**config.mk**
```make
export PLATFORM = sky130hd
export DESIGN_NAME = xmtr_flat
export DESIGN_NICKNAME = d
export VERILOG_FILES = /design/src/rtl/xmtr_if.sv /design/src/rtl/xmtr.sv /design/src/flat_wrapper.sv
export SDC_FILE = /design/constraint.sdc
export NUM_CORES = 1
export LEC_CHECK = 0
export CAP_MARGIN = 20
export CORE_MARGIN = 10
export CORE_UTILIZATION = 64
export CTS_BUF_LIST = sky130_fd_sc_hd__clkbuf_8
export DETAILED_ROUTE_END_ITERATION = 12
export PLACE_DENSITY = 0.92
export SKIP_CTS_REPAIR_TIMING = 1
export SYNTH_ARGS = -nofsm -noshare
export SYNTH_HDL_FRONTEND = slang
export SYNTH_SLANG_ARGS = --single-unit
```
**constraint.sdc**
```tcl
create_clock -name clock -period 5.2 [get_ports clock]
set_input_delay 1.04 -clock clock [delete_from_list [all_inputs] [get_ports clock]]
set_output_delay 1.04 -clock clock [all_outputs]
set_load 0.05 [all_outputs]
```
**src/rtl/xmtr_if.sv**
```systemverilog
// Host-side handshake bundle for the xmtr serial frame transmitter.
//   data_in  : byte offered by the host
//   load     : one-cycle write strobe
//   ready    : holding buffer empty, so a load will be accepted
//   overrun  : sticky flag, a load arrived while the buffer was full
//   busy     : frame or inter-frame gap in progress
// master = host side, slave = transmitter side.
interface xmtr_if;
  logic [7:0] data_in;
  logic       load;
  logic       ready;
  logic       overrun;
  logic       busy;

  modport master (
    output data_in,
    output load,
    input  ready,
    input  overrun,
    input  busy
  );

  modport slave (
    input  data_in,
    input  load,
    output ready,
    output overrun,
    output busy
  );
endinterface

```
**src/rtl/xmtr.sv**
```systemverilog
// Serial frame transmitter, peer of the 8-bit header-match receiver.
// A byte written by the host lands in a one-entry holding buffer. Each
// frame is sent MSB first, one bit per clock: the MATCH header byte and
// then the data byte, optionally followed by GAP idle bit times.
// Ports:
//   clock      : rising-edge clock
//   reset      : asynchronous, active-low
//   host       : handshake bundle (data_in, load, ready, overrun, busy)
//   serial_out : registered serial line to the receiver
module xmtr #(
  parameter logic [7:0]  MATCH = 8'hA5,
  parameter int unsigned GAP   = 1
) (
  input  logic   clock,
  input  logic   reset,
  xmtr_if.slave  host,
  output logic   serial_out
);

  localparam logic [1:0] S_IDLE = 2'd0;
  localparam logic [1:0] S_HEAD = 2'd1;
  localparam logic [1:0] S_BODY = 2'd2;
  localparam logic [1:0] S_GAP  = 2'd3;

  localparam logic       IDLE_BIT = ~MATCH[7];
  localparam logic [3:0] GAP_LOAD = (GAP == 0) ? 4'd0 : 4'(GAP - 1);

  logic [1:0]  state;
  logic [2:0]  cnt;
  logic [3:0]  gap_cnt;
  logic [14:0] shift;
  logic [7:0]  buffer;
  logic        ready_q;
  logic        overrun_q;
  logic        start;

  assign host.ready   = ready_q;
  assign host.overrun = overrun_q;
  assign host.busy    = (state != S_IDLE);

  // A new frame starts whenever the line becomes free and the buffer is
  // full: from IDLE, straight after the last body bit when there is no
  // gap, or at the end of the gap.
  always_comb begin
    start = 1'b0;
    if (!ready_q) begin
      case (state)
        S_IDLE:  start = 1'b1;
        S_BODY:  start = (cnt == 3'd7) && (GAP == 0);
        S_GAP:   start = (gap_cnt == 4'd0);
        default: start = 1'b0;
      endcase
    end
  end

  // serial_out is registered with the bit for the state being entered, so
  // the first header bit appears in the first HEAD cycle. The shift register
  // holds the bits still to come after the one currently on the line.
  always_ff @(posedge clock or negedge reset) begin
    if (!reset) begin
      state      <= S_IDLE;
      cnt        <= '0;
      gap_cnt    <= '0;
      shift      <= '0;
      buffer     <= '0;
      ready_q    <= 1'b1;
      overrun_q  <= 1'b0;
      serial_out <= IDLE_BIT;
    end else begin
      if (host.load) begin
        if (ready_q) begin
          buffer    <= host.data_in;
          ready_q   <= 1'b0;
          overrun_q <= 1'b0;
        end else begin
          overrun_q <= 1'b1;
        end
      end

      // start implies ready_q==0, so it never collides with an accept above
      if (start) begin
        state      <= S_HEAD;
        cnt        <= '0;
        shift      <= {MATCH[6:0], buffer};
        serial_out <= MATCH[7];
        ready_q    <= 1'b1;
      end else begin
        case (state)
          S_IDLE: begin
            serial_out <= IDLE_BIT;
          end
          S_HEAD: begin
            cnt        <= cnt + 3'd1;
            shift      <= {shift[13:0], 1'b0};
            serial_out <= shift[14];
            if (cnt == 3'd7) state <= S_BODY;
          end
          S_BODY: begin
            cnt <= cnt + 3'd1;
            if (cnt != 3'd7) begin
              shift      <= {shift[13:0], 1'b0};
              serial_out <= shift[14];
            end else begin
              serial_out <= IDLE_BIT;
              if (GAP > 0) begin
                state   <= S_GAP;
                gap_cnt <= GAP_LOAD;
              end else begin
                state <= S_IDLE;
              end
            end
          end
          S_GAP: begin
            serial_out <= IDLE_BIT;
            if (gap_cnt == 4'd0) state <= S_IDLE;
            else gap_cnt <= gap_cnt - 4'd1;
          end
          default: state <= S_IDLE;
        endcase
      end
    end
  end

endmodule

```
**src/flat_wrapper.sv**
```systemverilog
// flat-port wrapper written by rule: the top's interface ports become plain ports
module xmtr_flat 
#(
  parameter logic [7:0]  MATCH = 8'hA5,
  parameter int unsigned GAP   = 1
)
  (clock, reset, serial_out, host_data_in, host_load, host_ready, host_overrun, host_busy);
  xmtr_if host_i ();
  input  logic clock;
  input  logic reset;
  output logic serial_out;
  input wire logic [$bits(host_i.data_in)-1:0] host_data_in;
  input wire logic [$bits(host_i.load)-1:0] host_load;
  output wire logic [$bits(host_i.ready)-1:0] host_ready;
  output wire logic [$bits(host_i.overrun)-1:0] host_overrun;
  output wire logic [$bits(host_i.busy)-1:0] host_busy;
  assign host_i.data_in = host_data_in;
  assign host_i.load = host_load;
  assign host_ready = host_i.ready;
  assign host_overrun = host_i.overrun;
  assign host_busy = host_i.busy;
  xmtr #(.MATCH(MATCH), .GAP(GAP)) u_core (.clock(clock), .reset(reset), .host(host_i), .serial_out(serial_out));
endmodule
```
==> results of run 1 <==
-- worst max-delay path: stages (launching register included) --
cell	delay, ps
dfrtp_1	450
inv_1	110
ha_1	370
inv_1	180
clkdlybuf4s50_1	820
-- flip-flops by register name, summed over array words and instances, names as in the netlist --
| register | count |
|---|---|
| u_core.state | 2 |
| u_core.host.overrun | 1 |
| u_core.shift | 15 |
| u_core.cnt | 3 |
| u_core.buffer | 8 |
| u_core.serial_out | 1 |
| u_core.host.ready | 1 |
| u_core.gap_cnt | 4 |
-- worst max-delay path by stage --
stage                                from  slack [ps]  cells after the start        end
after global routing      u_core.state[0]        1850                      4  host_busy
final                     u_core.state[0]        1950                      4  host_busy
after floorplan           u_core.state[0]        2980                      4  host_busy
after CTS                 u_core.state[0]        1950                      4  host_busy
after global placement    u_core.state[0]        2390                      4  host_busy
after detailed placement  u_core.state[0]        2280                      4  host_busy
-- through the flow --
step | setup slack [ps] | std cells | utilization | cell area, um^2
2_1_floorplan | 2979 | 179 | - | 1843
3_3_place_gp | 2392 | 216 | 0.7169 | 1977
3_5_place_dp | 2283 | 216 | 0.7169 | 1977
4_1_cts | 1949 | 224 | 0.7650 | 2110
5_1_grt | 1853 | 224 | 0.7650 | 2110
6_report | 1950 | 224 | 0.7650 | 2110
-- area by class of cell --
cell class / count / area share
inverters: 8 / 0.01423
flip-flops and latches: 35 / 0.4158
clock inverters: 3 / 0.03025
multi-input cells: 127 / 0.4187
well taps: 31 / 0.01839
clock buffers: 5 / 0.03262
repair buffers: 15 / 0.06999
-- cells by family (layout without fill, tap and decap cells) --
logic type                 after synthesis  after routing  synth area share
adders and majority gates                9              9           0.06110
buffers and inverters                   17             31           0.04481
muxes                                   11             11           0.06585
and+or+nand+nor                         65             65            0.1853
AOI/OAI and AO/OA                       42             42            0.1670
DFF                                     35             35            0.4759
-- layout by cell type (no fill, tap or decap), types with 2 or more instances in the layout --
| cell | synthesis | layout |
|---|---|---|
| inv_1 | 8 | 9 |
| bufinv_16 | 0 | 2 |
| nand3_1 | 7 | 7 |
| ha_1 | 9 | 9 |
| clkbuf_8 | 0 | 5 |
| mux2_2 | 9 | 9 |
| mux2i_1 | 2 | 2 |
| or3b_1 | 2 | 2 |
| nor2b_1 | 2 | 2 |
| o21ai_0 | 10 | 10 |
| clkdlybuf4s50_1 | 0 | 14 |
| nand2b_1 | 4 | 4 |
| a21oi_1 | 5 | 5 |
| nand3b_1 | 2 | 2 |
| dfrtp_1 | 34 | 34 |
| o211ai_1 | 17 | 17 |
| nor3b_1 | 3 | 3 |
| nand2_1 | 36 | 36 |
-- power groups by stage --
stage	Combinational (mW)	Sequential (mW)	Clock, mW
after CTS	0.666	0.466	0.290
after global routing	0.742	0.480	0.299
after floorplan	0.490	0.479	0
final	0.669	0.469	0.287
after global placement	0.606	0.458	0
after detailed placement	0.654	0.469	0
-- metal layers --
metal | vias up | part of all wire | GRT usage | wire length, um
li1 | 655 | - | - | -
met1 | 695 | 0.41 | 0.1940 | 1668
met2 | 70 | 0.50 | 0.2670 | 2018
met3 | 13 | 0.070 | 0.04576 | 284
met5 | - | 0 | 0 | 0
met4 | 0 | 0.022 | 0.06418 | 90
==> results.ini, run 1 <==
[cts]
clkTransAtPathRegs_ps = 70
cts_tree = built
numCtsBuffers = 5
clock_path_buffers = 2
insertion_delay_ps = 290
htree_levels = 2
cts_root_buf = clkbuf_8
cts_num_sinks = 35

[worst_hold_path]
hold_depth = 2
worst_hold_path.endpoint = u_core.shift[8]
hp-start = u_core.shift[7]
hold_class = reg2reg

[sta]
finalHoldViolCount = 0
rsz0062_at_grt = false
holdWs_ps = 494.6
drv_slew = 0
setup_viol = 0
finClkSkew_ps = 7.947
max_freq_mhz = 307.6
fin_crit_ps = 3250
worstMarginPinSlew_ps = 958.6
fin_crit_sh = 0.6251
worst_slew_margin_rel = 0.3596
setup_tns_ps = 0

[placement]
gp_congestion = 0.7747
hpwlAfterDp_mm = 2.776
io_buffers = 14

[critical_path]
timing.rr.end = u_core.shift[12]
worstSetupPathType = reg2out
r2r_start = u_core.state[0]
cp-start-kind = flip-flop
required_ps = 4160
worstPathMaxFanout = 10
cp-end-kind = output pin
worstPathArrival_ps = 2210
r2r_cells = 5
rrSetupSlack_ps = 2930

[synth]
synthArstFlopShare = 1.000
synth_edf_count = 0
synthesis.area_mm2 = 0.001843
synth-seq-cells = 35
synth_most_common_cell = nand2_1
post_synth.cell_area_avg_um2 = 10.30
yosys-top-cells-count = 36 x nand2_1, 34 x dfrtp_1, 17 x o211ai_1
netlist.area_leader.share = 0.4616
yosysTopAreaCell = dfrtp_1
synth_cell_type_count = 39
synthCells = 179
yosys_warnings = 0
syn_nets = 199
synth-main-ff-cell = dfrtp_1
yosysSeqAreaShare = 0.4759
synthTopCellsByArea = dfrtp_1 46%, nand2_1 7.3%, o211ai_1 6.9%, ha_1 6.1%, mux2_2 5.5%

[pwr]
power_switching_uw = 590.4
switching_share = 0.4144
clkPwrFrac = 0.202
powerDensity_mw_per_mm2 = 675.4
seqPwrFrac = 0.329
p_comb_frac = 0.469
p_int_uw = 834.4
power.total_mw = 1.425
p_leak_nw = 0.9002
peakVddDrop_mv = 0.5570

[status]
status = complete, no violations

[layout]
n_fill_cell = 162
antenna_cells = 0
seq_area_um2 = 877.1
nets = 212
area_delta_synth_final_pct = 14.46
multi_input_area_um2 = 883.3
drive_gt1_frac = 0.1399

[routing]
vias_per_cell = 6.397
first_pass_iters = 4
dr_total_vias = 1433
wire_per_inst_um = 18.13
drtIter0Drc = 172
drcViolationCount = 0
drt_wl_total_mm = 4.062
antenna_left = 0

[die]
die_area_mm2 = 0.005426
ios = 15
core-area_mm2 = 0.002758
num_rows = 19
fp.dieW_um = 73.66
die_h_um = 73.66
initial_core_util = 0.6683

[grt]
grt_pass1_wl_mm = 7.003
track_usage = 0.1621
grt_max_degree = 36
grt_pass1_vias = 1482
overflow = 0
antenna_found_initial = 0

[run]
drv_cap = 0

(Power assumes the default switching activity.)
==> run 2, diff against run 1 <==
Settings changed: CORE_UTILIZATION 64 to 60, PLACE_DENSITY 0.92 to 0.87.
Clock period 5.2 ns to 3.1 ns, I/O delays scaled along.
==> results.ini, run 2 (same netlist as run 1, synthesis figures left out) <==
[placement]
gp_congestion = 0.7893  ; +1.9%
post_dp_cell_area_mm2 = 0.001987  ; +0.51%
io_buffers = 14  ; unchanged
hpwlAfterDp_mm = 2.726  ; -1.8%

[worst_hold_path]
hold_depth = 2  ; unchanged
worst_hold_path.endpoint = u_core.shift[13]
hp-start = u_core.shift[12]
hold_class = reg2reg

[critical_path]
timing.rr.end = u_core.shift[2]
worstSetupPathType = reg2out
cp-end-kind = output pin
rrSetupSlack_ps = 940  ; -1990 ps
r2r_start = u_core.state[0]
cp-start-kind = flip-flop
required_ps = 2480  ; -1680 ps
worstPathMaxFanout = 10  ; unchanged
r2r_cells = 5  ; unchanged
worstPathArrival_ps = 2200  ; about the same

[die]
initial_core_util = 0.6138  ; -0.05458
fp.dieW_um = 75.42  ; +2.4%
core-area_mm2 = 0.003003  ; +8.9%
die_h_um = 75.42  ; +2.4%
num_rows = 20  ; +1
die_area_mm2 = 0.005688  ; +4.8%
ios = 15  ; unchanged

[sta]
finalHoldViolCount = 0  ; unchanged
rsz0062_at_grt = false
drv_slew = 0  ; unchanged
setup_tns_ps = 0  ; unchanged
finClkSkew_ps = 4.791  ; -3.156 ps
worstMarginPinSlew_ps = 570.0  ; -388.5 ps
worst_slew_margin_rel = 0.6177  ; +0.2582
setup_viol = 0  ; unchanged
max_freq_mhz = 354.2
fin_crit_sh = 0.9106
fin_crit_ps = 2823

[cts]
cts_root_buf = clkbuf_8
htree_levels = 2  ; unchanged
clock_path_buffers = 2  ; unchanged
insertion_delay_ps = 290  ; about the same
numCtsBuffers = 5  ; unchanged
cts_tree = built
cts_num_sinks = 35  ; unchanged
clkTransAtPathRegs_ps = 70  ; about the same

[layout]
n_fill_cell = 210  ; +30%
seq_area_um2 = 877.1  ; unchanged
multi_input_area_um2 = 883.3  ; unchanged
antenna_cells = 0  ; unchanged
layout_common_cells = 36 x nand2_1, 34 x dfrtp_1, 17 x o211ai_1
nets = 213  ; +0.47%
largest_register_ffs = 15  ; unchanged
area_delta_synth_final_pct = 12.42
layout_commonest_cell = nand2_1
reg_top3 = u_core.shift (15), u_core.buffer (8), u_core.gap_cnt (4)
drive_gt1_frac = 0.1443  ; +0.004434
regMostFlops = u_core.shift
design_area_mm2 = 0.002072  ; -1.8%

[pwr]
power.total_mw = 2.216  ; +56%
p_leak_nw = 0.8807  ; -2.2%
seqPwrFrac = 0.352  ; +0.023
power_switching_uw = 966.7  ; +64%
switching_share = 0.4362  ; +0.02182
clkPwrFrac = 0.145  ; -0.057
p_comb_frac = 0.503  ; +0.034
p_int_mw = 1.250  ; +50%
powerDensity_mw_per_mm2 = 1070  ; +58%
peakVddDrop_mv = 0.9059  ; +63%

[routing]
wl_met2_mm = 1.864  ; -7.6%
drcViolationCount = 0  ; unchanged
drt_wl_total_mm = 3.706  ; -8.8%
dr_total_vias = 1402  ; -2.2%
top_layer_used = met4
wire_per_inst_um = 16.33  ; -10%
first_pass_iters = 4  ; unchanged
wl_met1_mm = 1.599  ; -4.1%
wl_met3_um = 168  ; -41%
vias_per_cell = 6.176  ; -3.5%
antenna_left = 0  ; unchanged
drtIter0Drc = 132  ; -23%

[grt]
overflow = 0  ; unchanged
antenna_found_initial = 0  ; unchanged
grt_max_degree = 36  ; unchanged
grt_pass1_wl_mm = 6.348  ; -9.4%
grt_pass1_vias = 1423  ; -4.0%
track_usage = 0.1441  ; -0.01808

[status]
status = complete, no violations

[run]
drv_cap = 0  ; unchanged

-- run 2: changes by cell type in the layout (fill, tap and decap cells not counted), sizes merged --
cell      delta
bufinv       -2
clkinvlp     +1
clkinv       +1
buf          +1
-- run 2: cell type report --
cell class / instances / area share
multi-input cells: 127 / 0.4263
clock inverters: 3 / 0.007850
well taps: 33 / 0.01993
repair buffers: 16 / 0.07488
inverters: 8 / 0.01449
clock buffers: 5 / 0.03321
flip-flops and latches: 35 / 0.4233
-- run 2: critical path, stage by stage, from the launching register on --
cell and delay [ps]:
dfrtp_1 460, inv_1 110, ha_1 350, inv_1 160, clkdlybuf4s50_1 820
-- run 2: per-stage QoR --
step,std cells,setup slack [ps],hold WS [ps],util
6_report,227,277.0,491.4,0.6900
5_1_grt,227,194.6,518.4,0.6900
4_1_cts,227,295.4,497.5,0.6900
3_5_place_dp,219,621.8,481.3,0.6617
3_3_place_gp,219,705.7,474.9,0.6617
2_1_floorplan,179,1299,324.4,-
-- run 2: metal layers --
metal  GRT usage  up-vias
met5           0        -
li1            -      657
met2      0.2455       45
met3     0.04297        8
met4     0.06598        0
met1      0.1618      692
-- run 2: how the worst max path moves through the flow --
stage	startpoint	slack (ps)	cells past startpoint	end
finish	u_core.state[0]	280	4	host_busy
global route	u_core.state[0]	190	4	host_busy
CTS	u_core.state[0]	300	4	host_busy
detailed placement	u_core.state[0]	620	4	host_busy
global placement	u_core.state[0]	710	4	host_busy
floorplan	u_core.state[0]	1300	4	host_busy
-- run 2: power by group through the flow --
stage | Combinational, mW | Clock [mW] | Sequential (mW)
finish | 1.12 | 0.321 | 0.780
global route | 1.23 | 0.346 | 0.797
CTS | 1.11 | 0.326 | 0.776
detailed placement | 1.11 | 0 | 0.784
global placement | 1.03 | 0 | 0.768
floorplan | 0.823 | 0 | 0.804
